### config.mk
export PLATFORM = sky130hd
export DESIGN_NAME = instr_fetch_unit
export DESIGN_NICKNAME = d
export VERILOG_FILES = /design/src/rtl/risc16_pkg.sv /design/src/rtl/fetch_pc_reg.sv /design/src/rtl/instr_fetch_unit.sv
export SDC_FILE = /design/constraint.sdc
export NUM_CORES = 1
export LEC_CHECK = 0
export CORE_UTILIZATION = 30
export DETAILED_ROUTE_END_ITERATION = 8
export GPL_TIMING_DRIVEN = 0
export PLACE_DENSITY_LB_ADDON = 0.2
export SYNTH_ARGS = -nofsm -noshare
export SYNTH_HDL_FRONTEND = slang
export SYNTH_HIERARCHICAL = 1
export SYNTH_SLANG_ARGS = --single-unit
### constraint.sdc
create_clock -name I_CLK -period 2.96 [get_ports I_CLK]
set_input_delay 0.592 -clock I_CLK [delete_from_list [all_inputs] [get_ports I_CLK]]
set_output_delay 0.592 -clock I_CLK [all_outputs]
set_load 0.005 [all_outputs]
### src/rtl/risc16_pkg.sv
// Shared constants and fetch-state encoding for the 16-bit RISC core.
package risc16_pkg;

    localparam int ADDR_W = 8;
    localparam int DATA_W = 16;
    localparam logic [DATA_W-1:0] NOP_INSTR = 16'h0000;

    typedef enum logic {
        FS_IDLE = 1'b0,
        FS_BUSY = 1'b1
    } fetch_state_t;

endpackage

### src/rtl/fetch_pc_reg.sv
// Program counter register: a redirect load beats the post-fetch increment; the counter wraps.
module fetch_pc_reg #(
    parameter int                ADDR_W   = 8,
    parameter logic [ADDR_W-1:0] RESET_PC = '0
) (
    input  logic              I_CLK,
    input  logic              I_RESET_N,
    input  logic              load,
    input  logic [ADDR_W-1:0] target,
    input  logic              inc,
    output logic [ADDR_W-1:0] pc
);

    logic [ADDR_W-1:0] pc_reg;
    logic [ADDR_W-1:0] pc_next;

    always_comb begin
        pc_next = pc_reg;
        if (load) begin
            pc_next = target;
        end else if (inc) begin
            pc_next = pc_reg + ADDR_W'(1);
        end
    end

    always_ff @(posedge I_CLK or negedge I_RESET_N) begin
        if (!I_RESET_N) begin
            pc_reg <= RESET_PC;
        end else begin
            pc_reg <= pc_next;
        end
    end

    assign pc = pc_reg;

endmodule

### src/rtl/instr_fetch_unit.sv
// Fetch stage: owns the PC, runs req/ack reads to instruction memory, stalls the sequencer.
// Optional fetch timeout with sticky error flag is enabled by defining FETCH_TIMEOUT_EN.
module instr_fetch_unit
    import risc16_pkg::*;
#(
    parameter int                ADDR_W      = risc16_pkg::ADDR_W,
    parameter int                DATA_W      = risc16_pkg::DATA_W,
    parameter logic [ADDR_W-1:0] RESET_PC    = '0,
    parameter logic [DATA_W-1:0] NOP_INSTR   = risc16_pkg::NOP_INSTR,
    parameter int                TIMEOUT_CYC = 15
) (
    input  logic              I_CLK,
    input  logic              I_RESET_N,
    input  logic              I_ENFETCH,
    input  logic              I_PC_LOAD,
    input  logic [ADDR_W-1:0] I_PC_TARGET,
    output logic              O_MEM_REQ,
    output logic [ADDR_W-1:0] O_MEM_ADDR,
    input  logic              I_MEM_ACK,
    input  logic [DATA_W-1:0] I_MEM_RDATA,
    output logic [DATA_W-1:0] O_INSTR,
    output logic              O_INSTR_VALID,
    output logic [ADDR_W-1:0] O_PC,
    output logic              O_STALL,
    output logic              O_FETCH_ERR
);

    fetch_state_t      state_reg;
    logic [ADDR_W-1:0] addr_q_reg;
    logic [DATA_W-1:0] instr_reg;
    logic              instr_valid_reg;
    logic [ADDR_W-1:0] pc;
    logic              mem_req;
    logic              capture;
    logic              abort;

    // Gating with the reset pin drops an in-flight request the moment reset asserts.
    assign mem_req    = I_RESET_N & ((state_reg == FS_BUSY) | I_ENFETCH);
    assign capture    = mem_req & I_MEM_ACK;
    assign O_MEM_REQ  = mem_req;
    assign O_MEM_ADDR = (state_reg == FS_BUSY) ? addr_q_reg : pc;
    assign O_STALL    = mem_req & ~I_MEM_ACK;

    fetch_pc_reg #(
        .ADDR_W   (ADDR_W),
        .RESET_PC (RESET_PC)
    ) u_pc_reg (
        .I_CLK     (I_CLK),
        .I_RESET_N (I_RESET_N),
        .load      (I_PC_LOAD),
        .target    (I_PC_TARGET),
        .inc       (capture),
        .pc        (pc)
    );

`ifdef FETCH_TIMEOUT_EN
    localparam int TO_W = $clog2(TIMEOUT_CYC + 1);

    logic [TO_W-1:0] to_cnt_reg;
    logic            fetch_err_reg;

    // Abort fires on the last allowed wait cycle; an ACK in that same cycle still wins.
    assign abort = (state_reg == FS_BUSY) & ~I_MEM_ACK &
                   (to_cnt_reg == TO_W'(TIMEOUT_CYC - 1));

    always_ff @(posedge I_CLK or negedge I_RESET_N) begin
        if (!I_RESET_N) begin
            to_cnt_reg    <= '0;
            fetch_err_reg <= 1'b0;
        end else begin
            if (state_reg == FS_IDLE) begin
                to_cnt_reg <= '0;
            end else if (!I_MEM_ACK && !abort) begin
                to_cnt_reg <= to_cnt_reg + TO_W'(1);
            end
            if (abort) begin
                fetch_err_reg <= 1'b1;
            end else if (capture) begin
                fetch_err_reg <= 1'b0;
            end
        end
    end

    assign O_FETCH_ERR = fetch_err_reg;
`else
    assign abort       = 1'b0;
    assign O_FETCH_ERR = 1'b0;
`endif

    always_ff @(posedge I_CLK or negedge I_RESET_N) begin
        if (!I_RESET_N) begin
            state_reg       <= FS_IDLE;
            addr_q_reg      <= RESET_PC;
            instr_reg       <= NOP_INSTR;
            instr_valid_reg <= 1'b0;
        end else begin
            instr_valid_reg <= 1'b0;
            case (state_reg)
                FS_IDLE: begin
                    if (I_ENFETCH) begin
                        if (I_MEM_ACK) begin
                            instr_reg       <= I_MEM_RDATA;
                            instr_valid_reg <= 1'b1;
                        end else begin
                            addr_q_reg <= pc;
                            state_reg  <= FS_BUSY;
                        end
                    end
                end
                FS_BUSY: begin
                    if (I_MEM_ACK) begin
                        instr_reg       <= I_MEM_RDATA;
                        instr_valid_reg <= 1'b1;
                        state_reg       <= FS_IDLE;
                    end else if (abort) begin
                        instr_reg       <= NOP_INSTR;
                        instr_valid_reg <= 1'b1;
                        state_reg       <= FS_IDLE;
                    end
                end
                default: state_reg <= FS_IDLE;
            endcase
        end
    end

    assign O_INSTR       = instr_reg;
    assign O_INSTR_VALID = instr_valid_reg;
    assign O_PC          = pc;

endmodule
==> results.json, run 1 <==
{
  "antenna_found_initial": 0,
  "endpoint_kind": "output port",
  "grt_usage_pct": 13.5,
  "skew_ns": 0.00770,
  "syn_nets": 149,
  "synth_top_area_share_pct": 54.7,
  "worstPathRequired_ns": 2.37,
  "peakVddDrop_mv": 0.278,
  "yosysWarnings": 6,
  "status": "finished, final reports clean",
  "synthTopCellsByArea": "dfrtp_1 (55%), mux2_2 (23%), nand2_1 (2.4%), o21ai_0 (1.9%), xor2_1 (1.7%)",
  "final_area_um2": 2400,
  "gr-total-overflow": 0,
  "rows": 25,
  "holdWs_ns": 0.390,
  "use_met1_pct": 16.2,
  "cp-start-kind": "primary input",
  "slew_viol_final": 0,
  "drt_iter0_drc": 53,
  "grt_pass1_vias": 1166,
  "dp_hpwl_um": 2530,
  "setup_tns_ns": 0,
  "worstHoldPathType": "in2async",
  "port_buffers": 62,
  "yosysSeqAreaShare_pct": 54.7,
  "powerDensity_nw_per_um2": 595,
  "layout_commonest_cell": "clkdlybuf4s50_1",
  "rsz0062_at_grt": "false",
  "wl_um": 3360,
  "gp_congestion": 0.767,
  "worstSetupPathType": "in2out",
  "clk_latency_ns": 0.28,
  "drc": 0,
  "cts_resized": 0,
  "syn_inst": 119,
  "syn_to_final_growth_pct": 54.1,
  "largest_reg_flops": 16,
  "path_clk_slew_ns": 0.07,
  "drv_cap": 0,
  "relSlewSlack_pct": 48.4,
  "die_h_um": 74.0,
  "start_util_pct": 32.1,
  "firstDrtPassIters": 4,
  "met3_usage_pct": 4.47,
  "yosysTopAreaCell": "dfrtp_1",
  "via_count": 1141,
  "hold_viol": 0,
  "core_region_area_um2": 4850,
  "dieArea_um2": 5480,
  "finish.utilization_pct": 49.5,
  "pin_count": 65,
  "clockRootBuffer": "clkbuf_8",
  "nets": 218,
  "p_total_mw": 1.43,
  "grt.busiest_layer": "met2",
  "cts.path.max_buffers": 2,
  "layout_common_cells": "clkdlybuf4s50_1 (61), dfrtp_1 (34), mux2_2 (32)",
  "synth_seq_cells": 34,
  "cp_max_fo": 37,
  "hold_buffers": 0,
  "grt_pass1_wl_um": 5450,
  "synth.avg_cell_area_um2": 13.1,
  "clock.fmax_mhz": 385,
  "die_w_um": 74.0,
  "wl_per_cell_um": 13.1,
  "layout-drive-gt1-share_pct": 25.4,
  "netlist_area_um2": 1560,
  "antennaDiodeCount": 0,
  "finalSetupViolations": 0,
  "num-fill-cells": 466,
  "routed_via_density": 4.46,
  "cts.sinks": 34,
  "placed_area_um2": 2260,
  "cts_setup_buffers": 0,
  "finalCritPeriodShare_pct": 87.9,
  "cts_tree": "done",
  "arrival_ns": 2.01,
  "post-route-min-period_ns": 2.60,
  "cts_buffers": 5,
  "htree_levels": 2,
  "ys_types": 24,
  "tightest_slew_ns": 0.774,
  "ant_nets": 0,
  "gr-usage-met2_pct": 22.0,
  "p_leak_nw": 0.983,
  "grt_max_degree": 38
}
[area by class of cell]
type                       instances  area (um2)  area share, %
sequential                        34         851           35.5
multi-input combinational         78         657           27.4
timing repair buffer              62         616           25.7
tap                               67        83.8           3.50
clock buffer                       6        82.6           3.44
clock inverter                     2        60.1           2.50
buffer                             6        45.0           1.88
inverter                           1        3.75          0.156
[cell families after synthesis]
group	after synthesis	synth area share [%]
DFF	34	54.7
muxes	33	23.8
and+or+nand+nor	30	12.0
AOI/OAI and AO/OA	9	3.14
buffers and inverters	7	3.13
xor gates and xnor gates	4	2.25
adders and majority gates	1	0.804
other	1	0.241
[cell usage after synthesis]
| cell | instances |
|---|---|
| nor2_1 | 2 |
| nand2_1 | 10 |
| nor3b_4 | 1 |
| inv_1 | 1 |
| nor2b_1 | 4 |
| mux2i_1 | 1 |
| conb_1 | 1 |
| dfrtp_1 | 34 |
| buf_6 | 2 |
| o21ai_2 | 1 |
| and3b_1 | 1 |
| xor2_1 | 3 |
| o21ai_1 | 2 |
| buf_4 | 2 |
| o21ai_0 | 6 |
| nand4_4 | 1 |
| ha_1 | 1 |
| nand4_1 | 2 |
| mux2_2 | 32 |
| clkbuf_1 | 2 |
| nand3_1 | 5 |
| xnor2_1 | 1 |
| or4_1 | 3 |
| nor3b_1 | 1 |
[layer usage]
metal,up-vias,wire length [um]
met2,33,1720
li1,551,-
met1,551,1400
met4,0,55
met3,6,171
met5,-,0
[power breakdown]
| group | switching, mW | total, mW | internal, mW |
|---|---|---|---|
| Combinational | 0.0962 | 0.318 | 0.221 |
| Clock | 0.165 | 0.524 | 0.359 |
| Sequential | 0.0504 | 0.586 | 0.535 |
[worst paths after layout]
| path | start | endpoint | slack [ns] | cells past startpoint |
|---|---|---|---|---|
| max | I_RESET_N | O_STALL | 0.36 | 3 |
| min | I_RESET_N | addr_q_reg[4] | 0.39 | 1 |
| max reg2reg | state_reg | u_pc_reg/pc[5] | 1.15 | 7 |
| min reg2reg | O_INSTR[5] | O_INSTR[5] | 0.50 | 1 |
| max in group asynchronous | I_RESET_N | u_pc_reg/pc[6] | 2.08 | 1 |
| min in group I_CLK | O_INSTR[5] | O_INSTR[5] | 0.50 | 1 |
[through the flow]
step / worst slack, ns / instances
after global routing: 0.141 / 256
after CTS: 0.298 / 256
after floorplan: 1.25 / 119
after global placement: -0.684 / 248
final: 0.359 / 256
after detailed placement: 0.301 / 248
[worst max-delay path, stage by stage]
cell and delay (ns):
buf_2 0.59, nor3b_1 0.27, clkdlybuf4s50_1 0.54
No activity file was read; power rests on OpenSTA's default activity.
==> run 2: changes to the inputs <==
- GPL_ROUTABILITY_DRIVEN: default -> 0
==> results of run 2 <==
Final layout, timing and power as in run 1 (identical DEF).
==> run 3: changes to the inputs <==
- CORE_UTILIZATION: 30 -> 36
==> run 3 against run 2 <==
Clock skew is 0.0010 ns lower. Sequential share of layout area is 1.3 points higher. Worst hold slack better by 0.0049 ns. Maximum frequency is 0.13% higher. Utilization is 7.1 points higher. Critical path type unchanged. Die area is 16% lower. Sequential power hardly changed. Final area is 3.5% lower. First-iteration DRC count is 42% lower.
==> results.json, run 3 (synthesis gave the netlist of run 1 again) <==
{
  "grt_pass1_vias": 1159,
  "worstHoldPathType": "in2async",
  "routed_via_density": 4.92,
  "layout-drive-gt1-share_pct": 25.0,
  "dieArea_um2": 4590,
  "arrival_ns": 2.01,
  "grt_max_degree": 38,
  "num-fill-cells": 339,
  "ant_nets": 0,
  "dpl_worst_slack_ns": 0.301,
  "grt_pass1_wl_um": 5240,
  "rows": 23,
  "placed_area_um2": 2230,
  "cp_max_fo": 37,
  "endpoint_kind": "output port",
  "rsz0062_at_grt": "false",
  "grt_usage_pct": 15.8,
  "gr-total-overflow": 0,
  "final_area_um2": 2310,
  "wl_um": 3310,
  "port_buffers": 62,
  "clock.fmax_mhz": 385,
  "largest_reg_flops": 16,
  "start_util_pct": 38.1,
  "drc": 0,
  "dp_hpwl_um": 2440,
  "via_count": 1171,
  "firstDrtPassIters": 2,
  "status": "finished, final reports clean",
  "cts_buffers": 5,
  "die_w_um": 67.8,
  "drt_iter0_drc": 31,
  "cts_tree": "done",
  "finalSetupViolations": 0,
  "die_h_um": 67.8,
  "cp-start-kind": "primary input",
  "slew_viol_final": 0,
  "layout_commonest_cell": "clkdlybuf4s50_1",
  "relSlewSlack_pct": 47.2,
  "wl_per_cell_um": 13.9,
  "layout_common_cells": "clkdlybuf4s50_1 (61), dfrtp_1 (34), mux2_2 (32)",
  "regToRegEndpoint": "u_pc_reg/pc[5]",
  "holdWs_ns": 0.395,
  "hold_buffers": 0,
  "syn_to_final_growth_pct": 48.6,
  "core_region_area_um2": 4090,
  "antennaDiodeCount": 0,
  "hold_viol": 0,
  "ff2ff_path_depth": 7,
  "post-route-min-period_ns": 2.60,
  "worstSetupPathType": "in2out",
  "rrSetupSlack_ns": 1.15,
  "cts_setup_buffers": 0,
  "p_leak_nw": 0.955,
  "pin_count": 65,
  "drv_cap": 0,
  "worstPathRequired_ns": 2.37,
  "setup_tns_ns": 0,
  "cts_resized": 0,
  "p_total_mw": 1.22,
  "cts.path.max_buffers": 2,
  "fin_ws_ns": 0.363,
  "clockRootBuffer": "clkbuf_8",
  "finalCritPeriodShare_pct": 87.7,
  "antenna_found_initial": 0,
  "clk_latency_ns": 0.28,
  "htree_levels": 2,
  "skew_ns": 0.00668,
  "cts.sinks": 34,
  "powerDensity_nw_per_um2": 527,
  "reg2reg_from": "state_reg",
  "path_clk_slew_ns": 0.06,
  "tightest_slew_ns": 0.792,
  "peakVddDrop_mv": 0.271,
  "nets": 218
}
[run 3: cell types whose count changed in the layout (fill, tap and decap cells not counted), sizes merged]
cell / change
bufinv: -2
clkbuf: -1
clkinv: +2
[run 3: cell type report]
| class | count | area [um2] | share of cell area [%] |
|---|---|---|---|
| well taps | 50 | 62.6 | 2.70 |
| plain buffers | 6 | 45.0 | 1.95 |
| clock buffers | 5 | 68.8 | 2.97 |
| inverters | 1 | 3.75 | 0.162 |
| clock inverters | 2 | 10.0 | 0.433 |
| multi-input cells | 78 | 657 | 28.4 |
| repair buffers | 62 | 616 | 26.6 |
| flip-flops and latches | 34 | 851 | 36.8 |
[run 3: worst max path at each step]
stage / start / to
after floorplan: I_ENFETCH / u_pc_reg/pc[5]
after global placement: I_RESET_N / O_STALL
after detailed placement: I_RESET_N / O_STALL
after CTS: I_RESET_N / O_STALL
after global routing: I_RESET_N / O_STALL
final: I_RESET_N / O_STALL
[run 3: stage by stage]
stage,util [%],instances
2_1_floorplan,-,119
3_3_place_gp,54.8,231
3_5_place_dp,54.7,231
4_1_cts,56.6,238
5_1_grt,56.6,238
6_report,56.6,238
[run 3: worst max-delay path: stages]
cell             delay, ns
buf_2                 0.60
nor3b_1               0.27
clkdlybuf4s50_1       0.53
[run 3: routing by layer]
metal	track usage (%)	part of all wire, %	vias to the layer above
li1	-	-	556
met1	19.2	42	578
met2	25.9	52	32
met3	4.22	4.6	5
met4	7.18	1.1	0
met5	0	0	-
[run 3: power by group]
part / switching (mW) / internal [mW]
Clock: 0.158 / 0.158
Sequential: 0.0506 / 0.535
Combinational: 0.0957 / 0.221
Total: 0.304 / 0.914
